==> src/rtl/dlsc_demosaic_vng6_seq_pkg.sv <==
`default_nettype none
// +----------------------------------------------------------------------------+
// | Module   : dlsc_demosaic_vng6_seq_pkg                                      |
// | Purpose  : Shared types, constants and helpers for the VNG6 demosaic       |
// |            sequencer: FSM encoding, phase wrap value, default phase masks. |
// | Revision : 1.0  initial release                                            |
// +----------------------------------------------------------------------------+
package dlsc_demosaic_vng6_seq_pkg;

  typedef enum logic [1:0] {
    SEQ_IDLE  = 2'd0,
    SEQ_RUN   = 2'd1,
    SEQ_DRAIN = 2'd2
  } seq_state_t;

  localparam logic [3:0]  ST_LAST       = 4'd11;
  localparam logic [11:0] DEF_PUSH_MASK = 12'h041;
  localparam logic [11:0] DEF_OUT_MASK  = 12'h820;

  // Next phase in the 12-phase rotation.
  function automatic logic [3:0] st_advance(input logic [3:0] st);
    return (st == ST_LAST) ? 4'd0 : st + 4'd1;
  endfunction

  // Phase-mask lookup; the mask is widened so any 4-bit phase indexes in range.
  function automatic logic mask_bit(input logic [11:0] mask, input logic [3:0] st);
    logic [15:0] m;
    m = {4'd0, mask};
    return m[st];
  endfunction

endpackage
`default_nettype wire

==> src/rtl/dlsc_demosaic_vng6_credits.sv <==
`default_nettype none
// +----------------------------------------------------------------------------+
// | Module   : dlsc_demosaic_vng6_credits                                      |
// | Purpose  : Output-FIFO credit counter. Starts full, one credit taken per   |
// |            result launch, one returned per FIFO pop; saturates at CREDITS. |
// | Ports    : clk, rst_n   clock / async active-low reset                     |
// |            i_take       a result is launched this cycle                    |
// |            i_give       downstream popped one entry                        |
// |            o_empty      no credit left (launches must stall)               |
// | Revision : 1.0  initial release                                            |
// +----------------------------------------------------------------------------+
module dlsc_demosaic_vng6_credits #(
  parameter int CREDITS = 16
) (
  input  logic clk,
  input  logic rst_n,
  input  logic i_take,
  input  logic i_give,
  output logic o_empty
);

  localparam int             C_CW   = $clog2(CREDITS + 1);
  localparam logic [C_CW-1:0] C_FULL = C_CW'(CREDITS);

  logic [C_CW-1:0] credits_q;
  logic [C_CW-1:0] credits_d;

  always_comb begin
    credits_d = credits_q;
    // Simultaneous take and give cancel; a give while already full is dropped.
    if (i_take && !i_give) begin
      credits_d = credits_q - 1'b1;
    end else if (i_give && !i_take && (credits_q != C_FULL)) begin
      credits_d = credits_q + 1'b1;
    end
  end

  always_ff @(posedge clk or negedge rst_n) begin
    if (!rst_n) begin
      credits_q <= C_FULL;
    end else begin
      credits_q <= credits_d;
    end
  end

  assign o_empty = (credits_q == '0);

endmodule
`default_nettype wire

==> src/rtl/dlsc_demosaic_vng6_seq.sv <==
`default_nettype none
// +----------------------------------------------------------------------------+
// | Module   : dlsc_demosaic_vng6_seq                                          |
// | Purpose  : Sequencer for the VNG6 demosaic datapath. Generates the shared  |
// |            12-phase st, clk_en and px_push; gates input pixels; throttles  |
// |            result launches on output-FIFO credits; tracks row/column and   |
// |            drains the pipeline at end of frame.                            |
// | Ports    : cfg_enable/in_valid/in_data/in_ready   pixel input side         |
// |            clk_en/st/px_push/px_in               datapath control          |
// |            out_push/out_pop                      output FIFO handshake     |
// |            col_/row_first/last                   position of pushed pixel  |
// |            busy/done                             frame status              |
// | Revision : 1.0  initial release                                            |
// +----------------------------------------------------------------------------+
module dlsc_demosaic_vng6_seq
  import dlsc_demosaic_vng6_seq_pkg::*;
#(
  parameter int          DATA      = 8,
  parameter int          WIDTH     = 640,
  parameter int          HEIGHT    = 480,
  parameter logic [11:0] PUSH_MASK = DEF_PUSH_MASK,
  parameter logic [11:0] OUT_MASK  = DEF_OUT_MASK,
  parameter int          LATENCY   = 24,
  parameter int          CREDITS   = 16,
  parameter int          DRAIN     = 48
) (
  input  logic            clk,
  input  logic            rst_n,
  input  logic            cfg_enable,
  input  logic            in_valid,
  output logic            in_ready,
  input  logic [DATA-1:0] in_data,
  output logic            clk_en,
  output logic [3:0]      st,
  output logic            px_push,
  output logic [DATA-1:0] px_in,
  output logic            out_push,
  input  logic            out_pop,
  output logic            col_first,
  output logic            col_last,
  output logic            row_first,
  output logic            row_last,
  output logic            busy,
  output logic            done
);

  localparam int                 C_COL_W    = $clog2(WIDTH);
  localparam int                 C_ROW_W    = $clog2(HEIGHT);
  localparam int                 C_DRN_W    = $clog2(DRAIN + 1);
  localparam logic [C_COL_W-1:0] C_COL_LAST = C_COL_W'(WIDTH - 1);
  localparam logic [C_ROW_W-1:0] C_ROW_LAST = C_ROW_W'(HEIGHT - 1);
  localparam logic [C_DRN_W-1:0] C_DRN_LAST = C_DRN_W'(DRAIN - 1);

  seq_state_t          state_q, state_d;
  logic [3:0]          st_q, st_d;
  logic [C_COL_W-1:0]  col_q, col_d;
  logic [C_ROW_W-1:0]  row_q, row_d;
  logic [C_DRN_W-1:0]  drn_q, drn_d;
  logic [LATENCY-1:0]  dly_q, dly_d;
  logic [DATA-1:0]     px_in_q, px_in_d;
  logic                col_first_q, col_first_d;
  logic                col_last_q, col_last_d;
  logic                row_first_q, row_first_d;
  logic                row_last_q, row_last_d;
  logic                done_q, done_d;

  logic                w_push_slot;
  logic                w_out_slot;
  logic                w_cred_empty;
  logic                w_clk_en;
  logic                w_px_push;
  logic                w_launch;
  logic [LATENCY:0]    w_dly_shift;

  // Phase decode and stall conditions.
  always_comb begin
    w_push_slot = mask_bit(PUSH_MASK, st_q);
    w_out_slot  = mask_bit(OUT_MASK, st_q);
    case (state_q)
      SEQ_RUN:   w_clk_en = !(w_push_slot && !in_valid) && !(w_out_slot && w_cred_empty);
      SEQ_DRAIN: w_clk_en = !(w_out_slot && w_cred_empty);
      default:   w_clk_en = 1'b0;
    endcase
    w_px_push = w_clk_en && w_push_slot && (state_q == SEQ_RUN);
    w_launch  = w_clk_en && w_out_slot;
  end

  // The launch delay line only advances with the datapath, so a launch reaches
  // the output after exactly LATENCY enabled cycles regardless of stalls.
  assign w_dly_shift = {dly_q, w_out_slot};

  always_comb begin
    state_d     = state_q;
    st_d        = st_q;
    col_d       = col_q;
    row_d       = row_q;
    drn_d       = drn_q;
    dly_d       = dly_q;
    px_in_d     = px_in_q;
    col_first_d = col_first_q;
    col_last_d  = col_last_q;
    row_first_d = row_first_q;
    row_last_d  = row_last_q;
    done_d      = 1'b0;

    if (w_clk_en) begin
      st_d  = st_advance(st_q);
      dly_d = w_dly_shift[LATENCY-1:0];
    end

    // Flags describe the pixel being handed to the datapath alongside px_in.
    if (w_px_push) begin
      px_in_d     = in_data;
      col_first_d = (col_q == '0);
      col_last_d  = (col_q == C_COL_LAST);
      row_first_d = (row_q == '0);
      row_last_d  = (row_q == C_ROW_LAST);
      if (col_q == C_COL_LAST) begin
        col_d = '0;
        row_d = (row_q == C_ROW_LAST) ? '0 : row_q + 1'b1;
      end else begin
        col_d = col_q + 1'b1;
      end
    end

    case (state_q)
      SEQ_IDLE: begin
        st_d = 4'd0;
        if (cfg_enable && in_valid) begin
          state_d = SEQ_RUN;
        end
      end
      SEQ_RUN: begin
        if (w_px_push && (col_q == C_COL_LAST) && (row_q == C_ROW_LAST)) begin
          state_d = SEQ_DRAIN;
          drn_d   = '0;
        end
      end
      SEQ_DRAIN: begin
        if (w_clk_en) begin
          if (drn_q == C_DRN_LAST) begin
            state_d = SEQ_IDLE;
            st_d    = 4'd0;
            drn_d   = '0;
            done_d  = 1'b1;
          end else begin
            drn_d = drn_q + 1'b1;
          end
        end
      end
      default: state_d = SEQ_IDLE;
    endcase
  end

  always_ff @(posedge clk or negedge rst_n) begin
    if (!rst_n) begin
      state_q     <= SEQ_IDLE;
      st_q        <= 4'd0;
      col_q       <= '0;
      row_q       <= '0;
      drn_q       <= '0;
      dly_q       <= '0;
      px_in_q     <= '0;
      col_first_q <= 1'b0;
      col_last_q  <= 1'b0;
      row_first_q <= 1'b0;
      row_last_q  <= 1'b0;
      done_q      <= 1'b0;
    end else begin
      state_q     <= state_d;
      st_q        <= st_d;
      col_q       <= col_d;
      row_q       <= row_d;
      drn_q       <= drn_d;
      dly_q       <= dly_d;
      px_in_q     <= px_in_d;
      col_first_q <= col_first_d;
      col_last_q  <= col_last_d;
      row_first_q <= row_first_d;
      row_last_q  <= row_last_d;
      done_q      <= done_d;
    end
  end

  dlsc_demosaic_vng6_credits #(
    .CREDITS (CREDITS)
  ) u_credits (
    .clk     (clk),
    .rst_n   (rst_n),
    .i_take  (w_launch),
    .i_give  (out_pop),
    .o_empty (w_cred_empty)
  );

  assign in_ready  = w_px_push;
  assign clk_en    = w_clk_en;
  assign st        = st_q;
  assign px_push   = w_px_push;
  assign px_in     = px_in_q;
  assign out_push  = w_clk_en && dly_q[LATENCY-1];
  assign col_first = col_first_q;
  assign col_last  = col_last_q;
  assign row_first = row_first_q;
  assign row_last  = row_last_q;
  assign busy      = (state_q != SEQ_IDLE);
  assign done      = done_q;

endmodule
`default_nettype wire

==> config.mk <==
export PLATFORM = sky130hd
export DESIGN_NAME = dlsc_demosaic_vng6_seq
export DESIGN_NICKNAME = d
export VERILOG_FILES = /design/src/rtl/dlsc_demosaic_vng6_seq_pkg.sv /design/src/rtl/dlsc_demosaic_vng6_credits.sv /design/src/rtl/dlsc_demosaic_vng6_seq.sv
export SDC_FILE = /design/constraint.sdc
export NUM_CORES = 1
export LEC_CHECK = 0
export ABC_AREA = 1
export ABC_CLOCK_PERIOD_IN_PS = 2700
export CAP_MARGIN = 10
export CORE_ASPECT_RATIO = 0.9
export CORE_MARGIN = 2
export CORE_UTILIZATION = 52
export DETAILED_ROUTE_END_ITERATION = 12
export PLACE_DENSITY = 0.76
export SLEW_MARGIN = 10
export SYNTH_ARGS = -nofsm -noshare
export SYNTH_HDL_FRONTEND = slang
export SYNTH_HIERARCHICAL = 1
export SYNTH_SLANG_ARGS = --single-unit
==> constraint.sdc <==
create_clock -name clk -period 2.7 [get_ports clk]
set_clock_uncertainty 0.2 [all_clocks]
set_input_delay 0.405 -clock clk [delete_from_list [all_inputs] [get_ports clk]]
set_output_delay 0.405 -clock clk [all_outputs]
set_load 0.1 [all_outputs]
==> impl_metrics.csv, run 1 <==
group,metric,value,unit
floorplanning,die_w,94.0,µm
cts,path_clk_slew,0.08,ns
worst_setup_path,crit_arrival,2.03,ns
place,dpl-instance-area,4360,µm²
layout,nNetsFinal,548,
power_and_ir_drop,clkPwrFrac,17.7,%
layout,final_area,4630,µm²
route,vias,3107,
cts,clock_tree.root_cell,"clkbuf_8",
place,io_buffer_count,34,
sta,slew_violations,0,
place,gp_routability_congestion,0.860,
sta,setup_violations,0,
power_and_ir_drop,power_frac_seq,34.5,%
power_and_ir_drop,switching_share,47.2,%
sta,holdWs,0.271,ns
yosys,ys_seq_area_share,48.2,%
worst_setup_path,timing.critical_path.buf_inv,4,
sta,fin_crit_sh,97.6,%
global_route,grt_pass1_vias,2951,
global_route,grt_pass1_wl,12900,µm
sta,fmax,379,MHz
layout,syn2layout_area_growth,22.2,%
power_and_ir_drop,power_density,951,nW/µm²
floorplanning,ioPinCount,35,
layout,final_common_cell,"nand2_1",
yosys,synth.distinct_cells,32,
power_and_ir_drop,power,4.40,mW
power_and_ir_drop,p_int,2.32,mW
power_and_ir_drop,p_leak,2.33,nW
worst_setup_path,cp-end-kind,"output pin",
route,totalWireLength,7470,µm
route,route.detailed.drc,0,
route,first_pass_iters,4,
floorplanning,placementRows,29,
sta,rsz0062_at_grt,"yes",
worst_setup_path,crit_slowest_cell,"dfrtp_4",
layout,post_layout_nonfiller_instances,618,
cts,clk_latency,0.35,ns
worst_setup_path,critPathTopFamily,"flip-flops",
layout,drive_gt1_share,20.2,%
sta,max-slew-margin-rel,64.8,%
worst_setup_path,start_kind,"register",
place,dp_hpwl,5200,µm
yosys,ys_warn_count,6,
yosys,netlist_area,3790,µm²
layout,fillCellCount,626,
floorplanning,floorplan.initialDensity,53.8,%
yosys,synth_seq_cells,73,
sta,tightest_slew,0.528,ns
route,detail-route-antenna-nets,0,
layout,final_cell_mix,"155 x nand2_1, 68 x dfrtp_1, 43 x inv_1, 37 x nand3_1, 32 x buf_4",
power_and_ir_drop,peakVddDrop,0.845,mV
run,maxCapViolations,0,
cts,clk_path_buf_depth,2,
power_and_ir_drop,switchingPower,2.08,mW
worst_setup_path,slowest_delay,0.53,ns
sta,period_needed,2.64,ns
layout,fin_util,65.7,%
yosys,syn-num-nets,496,
floorplanning,core,7040,µm²
cts,cts_made_buffers,9,
yosys,synthCells,468,
worst_setup_path,crit_path_max_fanout,8,
route,dr.first_iter.drc_count,178,
route,wl_per_cell,12.1,µm
worst_hold_path,hold_path_class,"register to register",
layout,multi_input_area,1800,µm²
floorplanning,die_h,85.0,µm
worst_setup_path,crit_type,"register to output pin",
global_route,grt_util_all_layers,20.3,%
sta,hold_violations,0,
global_route,grt_overflow,0,
cts,cts_htree_levels,3,
place,place_inst,594,
outcome,outcome,"finished clean",
floorplanning,die_area,7990,µm²
worst_setup_path,crit_chain,"ha_4 -> ha_4 -> inv_2 -> nand2_2 -> nand3_2 -> nand2_2 -> inv_4 -> nand2_4 -> buf_12 -> nor2_4 -> buf_12",
layout,register_area,1840,µm²
yosys,avgSynthCellArea,8.10,µm²
cts,tritoncts,"done",
cts,cts_sinks,73,
global_route,antenna_found_initial,0,
global_route,grt_max_degree,43,
worst_setup_path,crit_required,2.10,ns
layout,num_antenna_cells,0,
power_and_ir_drop,comb_power_share,47.8,%
route,vias_per_cell,5.03,
-- logic make-up (layout without fill, tap and decap cells) --
kind of cell	Yosys count	in the layout	synth area share, %
AOI/OAI and AO/OA	37	37	5.71
buffers and inverters	65	122	7.03
adders and majority gates	15	15	4.95
and+or+nand+nor	262	262	30.3
DFF	73	73	48.2
xor gates and xnor gates	16	16	3.70
-- synth_stat cells --
library cell	instances	area share, %
nand3_2	1	0.26
nor3_1	8	1.1
xor2_1	13	3.0
nor2_2	3	0.50
xnor2_1	3	0.69
o21ai_1	3	0.40
nor2_1	29	2.9
o21ai_0	21	2.8
nand2_2	6	0.99
inv_2	8	0.79
dfrtp_1	72	48
ha_1	15	5.0
nand3b_2	1	0.30
nor4_2	1	0.33
nand2_1	161	16
o31ai_1	2	0.40
o21bai_4	1	0.50
inv_1	47	4.7
nand3_1	39	5.2
nand2_4	1	0.30
dfstp_2	1	0.69
o21bai_1	1	0.20
buf_4	4	0.79
nor3b_1	4	0.79
buf_2	6	0.79
o21ai_2	1	0.23
nand4_1	4	0.66
nand4_4	1	0.56
a21oi_1	7	0.92
nor2_4	1	0.30
o21bai_2	1	0.30
nor4_1	2	0.33
-- worst paths after layout --
kind / startpoint / end / slack [ns] / cells past startpoint
max: st[0] / out_push / 0.06 / 11
min: dly_q[3] / dly_q[4] / 0.27 / 2
max reg2reg: st[0] / u_credits/credits_q[4] / 0.18 / 19
min reg2reg: dly_q[3] / dly_q[4] / 0.27 / 2
max in group asynchronous: rst_n / col_q[7] / 1.46 / 3
min in group asynchronous: rst_n / u_credits/credits_q[2] / 0.41 / 3
-- what timing repair did --
item,CTS,global route
hold endpoints to repair,72,0
gates cloned,0,0
setup buffers,0,7
gates resized for setup,3,5
pin swaps,0,8
setup endpoints to repair,2,6
hold buffers,1,0
-- cell type report --
class / instances / area share, %
Clock inverter: 6 / 0.919
Multi-Input combinational cell: 330 / 39.0
Timing Repair Buffer: 51 / 10.2
Tap cell: 93 / 2.51
Sequential cell: 73 / 39.8
Inverter: 55 / 4.62
Clock buffer: 10 / 2.97
-- metrics by stage --
step           setup TNS, ns  setup WS, ns
6_report                   0        0.0635
5_1_grt               -0.218       -0.0538
4_1_cts                    0        0.0190
3_5_place_dp               0        0.0983
3_3_place_gp               0         0.145
2_1_floorplan        -0.0307       -0.0307
-- sequential cells by signal, indices dropped and copies added (netlist names) --
register	cells
col_first	1
row_first	1
st	4
row_last	1
state_q	2
col_last	1
px_in	8
drn_q	6
u_credits/credits_q	5
row_q	9
col_q	10
done	1
dly_q	24
-- metal layers --
metal	GRT usage, %	wire length, µm	vias to the layer above
li1	-	-	1582
met1	27.8	3630	1456
met2	31.4	3410	59
met3	5.60	325	10
met4	6.98	109	0
met5	0	0	-
-- worst reg2reg max path, delay by kind of cell, from the launching register on --
family,cells,cell delay [ns]
and+or+nand+nor,12,0.86
AOI/OAI and AO/OA,1,0.13
buffers and inverters,4,0.28
DFF,1,0.53
adders and majority gates,2,0.43
-- power by group through the flow --
stage               combinational (mW)  sequential (mW)  clock [mW]
floorplan                         1.13             1.94           0
global placement                  1.97             1.53           0
detailed placement                2.01             1.53           0
CTS                               2.04             1.52       0.798
global route                      2.29             1.55       0.837
finish                            2.11             1.52       0.778
(Power assumes the default switching activity.)
==> inputs of run 2 (changes only) <==
--- a/config.mk
+++ b/config.mk
@@ -11,6 +11,7 @@
 export CORE_ASPECT_RATIO = 0.9
 export CORE_MARGIN = 2
 export CORE_UTILIZATION = 52
+export CTS_CLUSTER_SIZE = 20
 export DETAILED_ROUTE_END_ITERATION = 12
 export PLACE_DENSITY = 0.76
 export SLEW_MARGIN = 10
==> results of run 2 <==
Final layout, timing and power as in run 1 (identical DEF).
